File: src/rtl/snitch_icache_refill_arbiter.sv
// Refill arbiter: shares one L1 refill port among NR_PORTS L0 caches, with
// demand-over-prefetch priority, starvation relief, ID tagging and response routing.
module snitch_icache_refill_arbiter #(
  parameter int NR_PORTS        = 4,
  parameter int FETCH_AW        = 32,
  parameter int LINE_WIDTH      = 128,
  parameter int MAX_OUTSTANDING = 2,
  parameter int STARVE_LIMIT    = 8,
  localparam int IdxW = (NR_PORTS > 1) ? $clog2(NR_PORTS) : 1,
  localparam int IdW  = IdxW + 1
) (
  input  logic                                 clk_i,
  input  logic                                 rst_ni,
  input  logic [NR_PORTS-1:0][FETCH_AW-1:0]    in_req_addr_i,
  input  logic [NR_PORTS-1:0]                  in_req_prefetch_i,
  input  logic [NR_PORTS-1:0]                  in_req_valid_i,
  output logic [NR_PORTS-1:0]                  in_req_ready_o,
  output logic [FETCH_AW-1:0]                  out_req_addr_o,
  output logic [IdW-1:0]                       out_req_id_o,
  output logic                                 out_req_valid_o,
  input  logic                                 out_req_ready_i,
  input  logic [LINE_WIDTH-1:0]                out_rsp_data_i,
  input  logic                                 out_rsp_error_i,
  input  logic [IdW-1:0]                       out_rsp_id_i,
  input  logic                                 out_rsp_valid_i,
  output logic                                 out_rsp_ready_o,
  output logic [NR_PORTS-1:0][LINE_WIDTH-1:0]  in_rsp_data_o,
  output logic [NR_PORTS-1:0]                  in_rsp_error_o,
  output logic [NR_PORTS-1:0]                  in_rsp_prefetch_o,
  output logic [NR_PORTS-1:0]                  in_rsp_valid_o,
  input  logic [NR_PORTS-1:0]                  in_rsp_ready_i
);

  localparam int CntW = $clog2(MAX_OUTSTANDING + 1);
  localparam int SW   = $clog2(STARVE_LIMIT + 1);
  localparam logic [IdxW:0] NrP = (IdxW + 1)'(NR_PORTS);

  logic [CntW-1:0]     cnt_q [NR_PORTS];
  logic [IdxW-1:0]     rr_q;
  logic [SW-1:0]       starve_q;

  logic [IdxW-1:0]     rsp_port;
  logic [NR_PORTS-1:0] rsp_hs, elig, dem_set, pf_set, cls_set, gnt;
  logic                rsp_legal, use_pf, found, stage_free, req_hs;
  logic [IdxW-1:0]     gnt_idx, rr_nxt;
  logic [IdxW:0]       sum;

  assign rsp_port = out_rsp_id_i[IdW-1:1];

  always_comb begin
    in_rsp_valid_o    = '0;
    in_rsp_data_o     = '0;
    in_rsp_error_o    = '0;
    in_rsp_prefetch_o = '0;
    out_rsp_ready_o   = 1'b0;
    rsp_legal         = 1'b0;
    for (int i = 0; i < NR_PORTS; i++) begin
      in_rsp_data_o[i]     = out_rsp_data_i;
      in_rsp_error_o[i]    = out_rsp_error_i;
      in_rsp_prefetch_o[i] = out_rsp_id_i[0];
      if (rsp_port == IdxW'(i)) begin
        in_rsp_valid_o[i] = out_rsp_valid_i;
        out_rsp_ready_o   = in_rsp_ready_i[i];
        rsp_legal         = (cnt_q[i] != '0);
      end
    end
    rsp_hs = in_rsp_valid_o & in_rsp_ready_i;
  end

  // A credit returned in this cycle makes a full port eligible immediately.
  always_comb begin
    for (int i = 0; i < NR_PORTS; i++) begin
      elig[i] = in_req_valid_i[i] &&
                ((cnt_q[i] < CntW'(MAX_OUTSTANDING)) || rsp_hs[i]);
    end
    dem_set = elig & ~in_req_prefetch_i;
    pf_set  = elig & in_req_prefetch_i;
    use_pf  = (dem_set == '0) || ((starve_q == SW'(STARVE_LIMIT)) && (pf_set != '0));
    cls_set = use_pf ? pf_set : dem_set;
  end

  always_comb begin
    found   = 1'b0;
    gnt_idx = '0;
    sum     = '0;
    for (int k = 0; k < NR_PORTS; k++) begin
      sum = {1'b0, rr_q} + (IdxW + 1)'(k);
      if (sum >= NrP) sum = sum - NrP;
      if (!found && cls_set[sum[IdxW-1:0]]) begin
        found   = 1'b1;
        gnt_idx = sum[IdxW-1:0];
      end
    end
    gnt        = found ? (NR_PORTS'(1) << gnt_idx) : '0;
    stage_free = !out_req_valid_o || out_req_ready_i;
    in_req_ready_o = stage_free ? gnt : '0;
    req_hs     = stage_free && found;
    rr_nxt     = (gnt_idx == IdxW'(NR_PORTS - 1)) ? '0 : gnt_idx + 1'b1;
  end

  always_ff @(posedge clk_i or negedge rst_ni) begin
    if (!rst_ni) begin
      out_req_valid_o <= 1'b0;
      out_req_addr_o  <= '0;
      out_req_id_o    <= '0;
      rr_q            <= '0;
      starve_q        <= '0;
    end else begin
      if (req_hs) begin
        out_req_valid_o <= 1'b1;
        out_req_addr_o  <= in_req_addr_i[gnt_idx];
        out_req_id_o    <= {gnt_idx, in_req_prefetch_i[gnt_idx]};
        rr_q            <= rr_nxt;
      end else if (out_req_ready_i) begin
        out_req_valid_o <= 1'b0;
      end
      if (pf_set == '0) begin
        starve_q <= '0;
      end else if (req_hs) begin
        if (use_pf) starve_q <= '0;
        else if (starve_q != SW'(STARVE_LIMIT)) starve_q <= starve_q + 1'b1;
      end
    end
  end

  always_ff @(posedge clk_i or negedge rst_ni) begin
    if (!rst_ni) begin
      for (int i = 0; i < NR_PORTS; i++) cnt_q[i] <= '0;
    end else begin
      for (int i = 0; i < NR_PORTS; i++) begin
        if (req_hs && gnt[i] && !rsp_hs[i]) cnt_q[i] <= cnt_q[i] + 1'b1;
        else if (rsp_hs[i] && !(req_hs && gnt[i]) && cnt_q[i] != '0) cnt_q[i] <= cnt_q[i] - 1'b1;
      end
    end
  end

  a_ready_onehot0: assert property (@(posedge clk_i) disable iff (!rst_ni)
    $onehot0(in_req_ready_o));
  a_stage_stable: assert property (@(posedge clk_i) disable iff (!rst_ni)
    out_req_valid_o && !out_req_ready_i |=> $stable(out_req_addr_o) && $stable(out_req_id_o));
  a_rsp_legal: assert property (@(posedge clk_i) disable iff (!rst_ni)
    out_rsp_valid_i |-> rsp_legal);
  for (genvar g = 0; g < NR_PORTS; g++) begin : g_cnt_chk
    a_cnt_bound: assert property (@(posedge clk_i) disable iff (!rst_ni)
      cnt_q[g] <= CntW'(MAX_OUTSTANDING));
  end

endmodule

File: config.mk
export PLATFORM = sky130hd
export DESIGN_NAME = snitch_icache_refill_arbiter
export DESIGN_NICKNAME = d
export VERILOG_FILES = /design/src/rtl/snitch_icache_refill_arbiter.sv
export SDC_FILE = /design/constraint.sdc
export NUM_CORES = 1
export LEC_CHECK = 0
export BUFFER_PORTS_ARGS = -buffer_cell sky130_fd_sc_hd__buf_2
export CAP_MARGIN = 10
export CORE_AREA = 5 5 328 330
export CTS_BUF_LIST = sky130_fd_sc_hd__clkbuf_4
export CTS_CLUSTER_SIZE = 24
export DETAILED_ROUTE_END_ITERATION = 10
export DIE_AREA = 0 0 333 335
export PLACE_DENSITY = 0.3
export SLEW_MARGIN = 20
export SYNTH_ARGS = -nofsm -noshare
export SYNTH_HDL_FRONTEND = slang
export SYNTH_SLANG_ARGS = --single-unit
File: constraint.sdc
create_clock -name clk_i -period 3.8 [get_ports clk_i]
set_clock_uncertainty 0.15 [all_clocks]
set_input_delay 0.57 -clock clk_i [delete_from_list [all_inputs] [get_ports clk_i]]
set_output_delay 0.57 -clock clk_i [all_outputs]
set_load 0.01 [all_outputs]
# Word level (Yosys, flattened, before mapping)
# Cells that the tools add are included.
dict set report op_classes {
  muxes 50
  eq_ne 6
  n_lt_le_gt_ge 13
  n_shift 1
  addsub 17
  bitwise 4
  n_reduce_logical 59
}
# operator n
set ops {}
lappend ops {{$bmux W32 S2} 1}
lappend ops {{$mux W2} 17}
lappend ops {{$mux W32} 1}
lappend ops {{$mux W4} 7}
lappend ops {{$logic_and A1 B1 Y1} 25}
lappend ops {{$reduce_bool A2 Y1} 10}
lappend ops {{$mux W1} 19}
lappend ops {{$sub A2 B1 Y2 const B} 8}
lappend ops {{$lt A2 B3 Y1 const B} 5}
lappend ops {{$and A4 B4 Y4} 3}
lappend ops {{$logic_not A1 Y1} 12}
lappend ops {{$add A2 B1 Y2 const B} 5}
lappend ops {{$bmux W1 S2} 5}
lappend ops {{$ge A3 B3 Y1 const B} 3}
lappend ops {{$logic_not A4 Y1} 2}
lappend ops {{$lt A2 B2 Y1 const B} 4}
lappend ops {{$add A2 B2 Y3 const B} 2}
lappend ops {{$eq A2 B2 Y1 const B} 3}
lappend ops {{$logic_or A1 B1 Y1} 6}
lappend ops {{$add A4 B1 Y4 const B} 1}
lappend ops {{$eq A4 B4 Y1 const B} 1}
lappend ops {{$ne A4 B4 Y1 const B} 1}
lappend ops {{$not A4 Y4} 1}
lappend ops {{$reduce_bool A4 Y1} 1}
lappend ops {{other kinds (7)} 7}
dict set report word_totals {
  wordCells 159
  out_inout_bits 565
  inputBits 276
  reg_bits 50
}

# Depth between registers and ports, before layout
# Gate-level depths: netlist (run 1).
dict set report depth {
  ltp_word 30
  ltp_mapped 16
  ltp_nobuf 14
}

# Worst setup path before layout (run 1)
# OpenSTA, ideal clock, no wires.
dict set report synth_timing {
  path_type {input port to output port}
  from {in out_rsp_id_i[1]}
  to {out in_req_ready_o[1]}
  path_buffers 3
  path_stages 13
  t_required_ns 3.080
  arrival_ns 3.180
  slack_ns -0.100
  path_cell_list {buf_4 > nand4_1 > a21oi_1 > o41a_1 > or3_1 > a221o_1 > a21o_1 > and2_1 > buf_6 > buf_6 > inv_1 > ha_1 > and2_1}
}
dict set report synth_via {
  elab_chain_len 25
  word_cells_on_any_way 49
  classes_between {eq/ne (3); shift (1); mux (23); bitwise (3); reduce/logical (19)}
}
# element line_no
set synth_lines {}
lappend synth_lines {{start: declaration} 24} ;# input logic [IdW-1:0] out_rsp_id_i,
lappend synth_lines {{$eq A2 B1 Y1, or another cell as far along} 61} ;# if (rsp_port == IdxW'(i)) begin
lappend synth_lines {{$mux W1} 61}
lappend synth_lines {{$and A4 B4 Y4 *} 67} ;# rsp_hs = in_rsp_valid_o & in_rsp_ready_i;
lappend synth_lines {{$logic_or A1 B1 Y1} 74} ;# ((cnt_q[i] < CntW'(MAX_OUTSTANDING)) || rsp_hs[i]);
lappend synth_lines {{$logic_and A1 B1 Y1} 73} ;# elig[i] = in_req_valid_i[i] &&
lappend synth_lines {{$and A4 B4 Y4} 77} ;# pf_set = elig & in_req_prefetch_i;
lappend synth_lines {{$reduce_bool A4 Y1} 78} ;# use_pf = (dem_set == '0) || ((starve_q == SW'(STARVE_LIMIT)) && (pf_set != '0));
lappend synth_lines {{$logic_and A1 B1 Y1} 78}
lappend synth_lines {{[... 10 more ...]} -}
lappend synth_lines {{$mux W1} 89} ;# if (!found && cls_set[sum[IdxW-1:0]]) begin
lappend synth_lines {{$logic_not A1 Y1} 89}
lappend synth_lines {{$logic_and A1 B1 Y1} 89}
lappend synth_lines {{$mux W2 *} 89}
lappend synth_lines {{net gnt_idx[1]} 45} ;# logic [IdxW-1:0] gnt_idx, rr_nxt;
lappend synth_lines {{$shl A1 B2 Y4 *} 94} ;# gnt = found ? (NR_PORTS'(1) << gnt_idx) : '0;
lappend synth_lines {{$mux W4 *} 94}
lappend synth_lines {{$mux W4 *} 96} ;# in_req_ready_o = stage_free ? gnt : '0;
lappend synth_lines {{end: declaration} 17} ;# output logic [NR_PORTS-1:0] in_req_ready_o,
# Mark *: on every way through the listed nets, which the timed path passes. The rest lies on a longest branch. The select of a mux whose other input is x is not followed.

# Worst setup path in the final report (run 1)
dict set report layout_timing {
  from {in out_rsp_valid_i}
  to {out in_req_ready_o[1]}
}
dict set report layout_via {
  elab_chain_len 24
  word_cells_on_any_way 45
  classes_between {shift (1); mux (23); bitwise (3); reduce/logical (18)}
}
# element line_no
set layout_lines {}
lappend layout_lines {{start: declaration} 25} ;# input logic out_rsp_valid_i,
lappend layout_lines {{$mux W1} 61}
lappend layout_lines {{$and A4 B4 Y4 *} 67}
lappend layout_lines {{$logic_or A1 B1 Y1} 74}
lappend layout_lines {{$logic_and A1 B1 Y1} 73}
lappend layout_lines {{$and A4 B4 Y4} 77}
lappend layout_lines {{$reduce_bool A4 Y1} 78}
lappend layout_lines {{$logic_and A1 B1 Y1} 78}
lappend layout_lines {{$logic_or A1 B1 Y1} 78}
lappend layout_lines {{[... 8 more ...]} -}
lappend layout_lines {{$logic_and A1 B1 Y1} 89}
lappend layout_lines {{$mux W1} 89}
lappend layout_lines {{$logic_not A1 Y1} 89}
lappend layout_lines {{$logic_and A1 B1 Y1} 89}
lappend layout_lines {{$mux W2} 89}
lappend layout_lines {{$shl A1 B2 Y4} 94}
lappend layout_lines {{$mux W4 *} 94}
lappend layout_lines {{$mux W4 *} 96}
# Mark *: on every way between the ends. The rest lies on a longest branch, timed or not. The select of a mux whose other input is x is not followed.

==> results of run 1 <==
cell usage after synthesis (8+ instances only):
cell      count
dfrtp_1      50
nand2_1      53
o21ai_0      41
clkbuf_1     17
inv_1        12
buf_4       523
nand3_1      37
o211ai_2     26
a211o_1      32
nor2_1        9
mux2i_1      35
buf_2         8
a21oi_1      24
flip-flops by register name (all words and copies together) (netlist names):
register and count:
cnt_q 8, out_req_id_o 3, starve_q 4, out_req_valid_o 1, rr_q 2, out_req_addr_o 32
per-stage QoR:
stage	util (%)	setup WS, ns	power, W
CTS	7.18	-0.147	0.00436
global placement	6.72	-0.0626	0.00362
global route	7.28	-0.215	0.00464
detailed placement	6.72	-0.112	0.00362
finish	7.29	-0.0218	0.00425
floorplan	-	0.0106	0.00281
cells by family after synthesis:
family | after synthesis | share of synthesized area (%)
buffers and inverters | 566 | 53.0
AO/OA/AOI/OAI | 163 | 16.6
AND/OR/NAND/NOR | 132 | 8.44
flip-flops | 50 | 16.1
multiplexers | 37 | 4.93
adder cells (fa/ha/maj) | 6 | 0.964
final cells by class:
cell class                 count  area [um^2]
clock inverter                 3         28.8
fill                       12377        96900
inverter                      13         53.8
tap                         1391         1740
multi-input combinational    338         2630
clock buffer                   5         37.5
timing repair buffer         292         1860
antenna                        4         10.0
sequential                    50         1250
report_power, final:
group	total [W]	internal (W)	switching, W
Clock	0.000377	0.0000796	0.000298
Sequential	0.000939	0.000767	0.000171
Combinational	0.00293	0.00127	0.00167
worst min-delay path: stages:
cell	delay (ns)
buf_2	0.07
mux2i_1	0.06
o211ai_2	0.13
per-layer routing:
metal  vias to the layer above  global-route usage (%)  wire, um  part of all wire (%)
met5                         -                   0.383        71                  0.20
met4                         4                    2.96      1980                   5.5
met3                       127                    3.96      5050                    14
met1                      2244                    6.21     12700                    35
li1                       2183                       -         -                     -
met2                       480                    9.57     16000                    45
final timing paths:
check	end
worst max-delay path	in_req_ready_o[1]
worst min-delay path	out_req_addr_o[4]
worst max register to register	starve_q[0]
worst min register to register	out_req_id_o[2]
max in group asynchronous	out_req_addr_o[18]
min in group asynchronous	out_req_addr_o[2]
repair_timing:
item	CTS	global route
pin swaps	8	10
buffers inserted	36	3
endpoints found under the setup margin	4	5
hold endpoints to repair	50	0
gates resized for setup	29	20
cloned	1	0
hold buffers	1	0
==> metrics.csv, run 1 <==
metric;value;unit
core-area;0.105;mm^2
worstPathCellList;buf_2 > nand4b_1 > a21oi_4 > o41a_1 > or3_1 > a221o_1 > a21o_1 > and2_4 > inv_4 > ha_4 > and2_4 > buf_6;
cap_viol_max_count;0;
clk_latency;0.52;ns
dpl.cell_count;2044;
drive_above_1_share;52.8;%
rr_worst_depth;28;
ir_drop;0.000191;V
grt_overflow;0;
die_w;333;um
worstSetupPathDepth;12;
leakage;3.03;nW
synth-edff-count;0;
routedWlPerCell;17.1;um
rsz0062_at_grt;yes;
cts_root_buffer;clkbuf_4;
synth_area_leaders;buf_4 (50%), dfrtp_1 (16%), mux2i_1 (4.5%);
hold_path_class;in -> reg;
violations;setup timing;
finalHoldViolations;0;
cp_slowest_cell;o41a_1;
final_cell_mix;buf_2 (186), buf_4 (83), nand2_1 (52);
dieArea;0.112;mm^2
synth_top_cell_by_area;buf_4;
ant_nets;0;
clockBufferDepth;2;
clk_pin_slew_worst_paths;0.24;ns
grt_usage;6.06;%
crit_top_cell;and2_4;
timing.hold.ws;0.179;ns
numPortBuffers;190;
powerDensity;558;mW/mm^2
cts_tree;built;
grt_pass1_vias;5621;
cp-end-kind;output pin;
dpl.hpwl;29100;um
reg2reg_slack;0.08;ns
timing.critical_path.from;out_rsp_valid_i;
antenna_found_initial;7;
start_kind;input port;
cts_num_sinks;50;
max_stage_delay;0.48;ns
syn2layout_area_growth;-2.07;%
place_congestion;0.768;
period_needed;3.82;ns
setup_tns;-0.0332;ns
placed_area;0.00702;mm^2
maxSlewViolCount;0;
cp_top_family;compound AO/OA/AOI/OAI gates;
path_buf_inv;3;
grt_pass1_wl;46900;um
dr_total_vias;5038;
via_per_inst;2.40;
htreeDepth;2;
final_common_cell;buf_2;
synth.avg_cell_area;8.16;um^2
status;finished with violations;
synth_nets;1236;
cp.required;3.08;ns
reg2reg_from;starve_q[0];
synthArstFlopShare;100;%
setup_viol;3;
die_h;335;um
whs_path_depth;3;
grt_max_degree;51;
drc;0;
netlist_instances;954;
ys_dominant_reg_cell;dfrtp_1;
final_cell_area;0.00762;mm^2
ios;841;
initial_utilization;7.45;%
ys_ff_latch;50;
yosysWarningCount;0;
rows;119;
slew_headroom;37.9;%
worstMarginPinSlew;0.923;ns
synth_top_area_share;50.4;%
stdcell_count;2096;
routed_wirelength;35800;um
post-route-period-util;101;%
drt_iter0_drc;150;
max_clock_freq;262;MHz
fin_nets;982;
cts_buffers;5;
setup_ws;-0.0218;ns
seq_area_frac_synth;16.1;%
drtPass1Iterations;4;
worstPathArrival;3.10;ns
synth_area;0.00778;mm^2
worstPathMaxFanout;8;
critPathKind;in -> out;
hp-start;in_req_addr_i[100];
synthDistinctLibCells;59;
(Power assumes the default switching activity.)
==> run 2, diff against run 1 <==
- clock period: 3.8 -> 3.25 ns (I/O delays scaled with it)
==> run 2 against run 1 <==
The flow still finishes with violations (setup timing); non-clock buffer count rose by 33; die area unchanged; clock-buffer cell count stayed put; first-iteration DRC count increased by 30%; worst setup slack worse by 0.48 ns; utilization is 0.64 points higher; critical endpoint is now in_req_ready_o[2].
==> metrics.csv, run 2 (same netlist as run 1, synthesis figures left out) <==
metric;value;unit;change
dpl.hpwl;27900;um;was 29,100 um
largest_reg_flops;32;;unchanged
grt_overflow;0;;unchanged
largest-register;out_req_addr_o;;unchanged
violations;setup timing;;unchanged
crit_top_cell;and2_4;;unchanged
final_util;7.94;%;was 7.29%
reg2reg_from;cnt_q[3];;was starve_q[0]
grt_pass1_wl;46600;um;was 46,900 um
p_total;0.00539;W;was 0.00425 W
grt_usage;5.98;%;was 6.06%
drive_above_1_share;57.4;%;was 52.8%
rows;119;;unchanged
via_per_inst;2.43;;was 2.40
die_h;335;um;unchanged
start_kind;flip-flop;;was input port
timing.rr.end;out_req_addr_o[5];;was starve_q[0]
finalHoldViolations;0;;unchanged
numPortBuffers;190;;unchanged
die_w;333;um;unchanged
maxSlewViolCount;0;;unchanged
ant_nets;0;;unchanged
slew_headroom;42.8;%;was 37.9%
cp.required;2.61;ns;was 3.08 ns
final_cell_mix;buf_2 (186), buf_4 (95), nand2_1 (53);;was buf_2 (186), buf_4 (83), nand2_1 (52)
dieArea;0.112;mm^2;unchanged
core-area;0.105;mm^2;unchanged
routedWlPerCell;17.0;um;was 17.1 um
worstMarginPinSlew;0.858;ns;was 0.923 ns
syn2layout_area_growth;6.56;%;was -2.07%
drc;0;;unchanged
worstPathArrival;3.11;ns;was 3.10 ns
worstPathCellList;a21oi_4 > o41a_1 > or3_1 > a221o_1 > a21o_1 > and2_4 > ha_2 > and2_4 > buf_2;;was buf_2 > nand4b_1 > a21oi_4 > o41a_1 > or3_1 > a221o_1 > a21o_1 > and2_4 > inv_4 > ha_4 > and2_4 > buf_6
cp-end-kind;output pin;;unchanged
grt_max_degree;51;;unchanged
setup_ws;-0.498;ns;was -0.0218 ns
final_common_cell;buf_2;;unchanged
max_stage_delay;0.48;ns;about the same
place_congestion;0.767;;was 0.768
rr_worst_depth;15;;was 28
cts_tree;built;;unchanged
cts_buffers;5;;unchanged
clk_pin_slew_worst_paths;0.25;ns;was 0.24 ns
ir_drop;0.000309;V;was 0.000191 V
dr_total_vias;5171;;was 5,038
cts_num_sinks;50;;unchanged
whs_path_depth;3;;unchanged
period_needed;3.75;ns;
clk_latency;0.52;ns;about the same
hold_path_class;in -> reg;;unchanged
drtPass1Iterations;4;;unchanged
holdPathEnd;out_req_addr_o[17];;was out_req_addr_o[4]
status;finished with violations;;unchanged
max_clock_freq;267;MHz;
htreeDepth;2;;unchanged
post-route-period-util;115;%;
leakage;3.24;nW;was 3.03 nW
cts_root_buffer;clkbuf_4;;unchanged
reg2reg_slack;-0.14;ns;was 0.08 ns
critPathKind;reg -> out;;was in -> out
worstPathMaxFanout;5;;was 8
drt_iter0_drc;195;;was 150
setup_viol;5;;was 3
cp_slowest_cell;dfrtp_2;;was o41a_1
reg_top3;out_req_addr_o: 32 flops, cnt_q: 8 flops, starve_q: 4 flops;;unchanged
routed_wirelength;36300;um;was 35,800 um
fin_nets;1015;;was 982
powerDensity;650;mW/mm^2;was 558 mW/mm^2
cap_viol_max_count;0;;unchanged
antenna_found_initial;7;;unchanged
initial_utilization;7.45;%;unchanged
grt_pass1_vias;5698;;was 5,621
rsz0062_at_grt;yes;;unchanged
ios;841;;unchanged
clockBufferDepth;2;;unchanged
hp-start;in_req_addr_i[113];;was in_req_addr_i[100]
setup_tns;-2.08;ns;was -0.0332 ns
[run 2: worst max path at each step]
stage | startpoint | endpoint | slack [ns] | cells past startpoint
3_3_place_gp | out_rsp_valid_i | out_req_addr_o[5] | -0.74 | 13
3_5_place_dp | out_rsp_valid_i | out_req_addr_o[5] | -0.71 | 13
4_1_cts | cnt_q[7] | in_req_ready_o[3] | -0.61 | 10
6_report | cnt_q[5] | in_req_ready_o[2] | -0.50 | 9
2_1_floorplan | out_rsp_id_i[1] | in_req_ready_o[1] | -0.32 | 13
5_1_grt | starve_q[1] | in_req_ready_o[2] | -0.74 | 15
[run 2: final cells by class]
cell class / count / area, um^2
repair buffers: 325 / 2330
clock buffers: 5 / 37.5
clock inverters: 3 / 28.8
fillers: 12318 / 96200
diodes: 5 / 12.5
flip-flops and latches: 50 / 1250
multi-input cells: 338 / 2840
well taps: 1391 / 1740
inverters: 13 / 56.3
[run 2: repair_timing]
action | 4_1_cts | 5_1_grt
setup endpoints to repair | 31 | 46
hold buffers | 11 | 0
gates resized for setup | 25 | 58
hold endpoints to repair | 55 | 0
pin swaps | 5 | 25
cloned | 1 | 4
setup buffers | 9 | 22
[run 2: per-layer routing]
| layer | track usage, % | wire [um] | share of wire, % | vias up |
|---|---|---|---|---|
| li1 | - | - | - | 2243 |
| met3 | 3.51 | 4950 | 14 | 108 |
| met2 | 10.0 | 17000 | 47 | 495 |
| met4 | 2.59 | 1390 | 3.8 | 2 |
| met5 | 0 | 13 | 0.036 | - |
| met1 | 6.07 | 12900 | 35 | 2323 |
[run 2: power breakdown]
part           internal, W  switching [W]  leakage, nW  total, W
logic              0.00180        0.00205         2.59   0.00384
registers         0.000897       0.000195        0.618   0.00109
clock network    0.0000931       0.000363       0.0373  0.000456
[run 2: metrics by stage]
stage / setup WS, ns / hold WS (ns) / cell area (um^2) / cells
2_1_floorplan: -0.315 / 0.0419 / 7890 / 954
3_3_place_gp: -0.737 / 0.314 / 7380 / 2078
3_5_place_dp: -0.713 / 0.320 / 7380 / 2078
4_1_cts: -0.611 / 0.00593 / 7790 / 2105
5_1_grt: -0.744 / 0.0219 / 8280 / 2125
6_report: -0.498 / 0.102 / 8300 / 2130
[run 2: worst max-delay path: cells and delay by family (launching register included)]
kind | cells | cell delay [ns]
AOI/OAI and AO/OA | 4 | 1.08
and+or+nand+nor | 3 | 0.70
DFF | 1 | 0.48
adders and majority gates | 1 | 0.19
buffers and inverters | 1 | 0.14
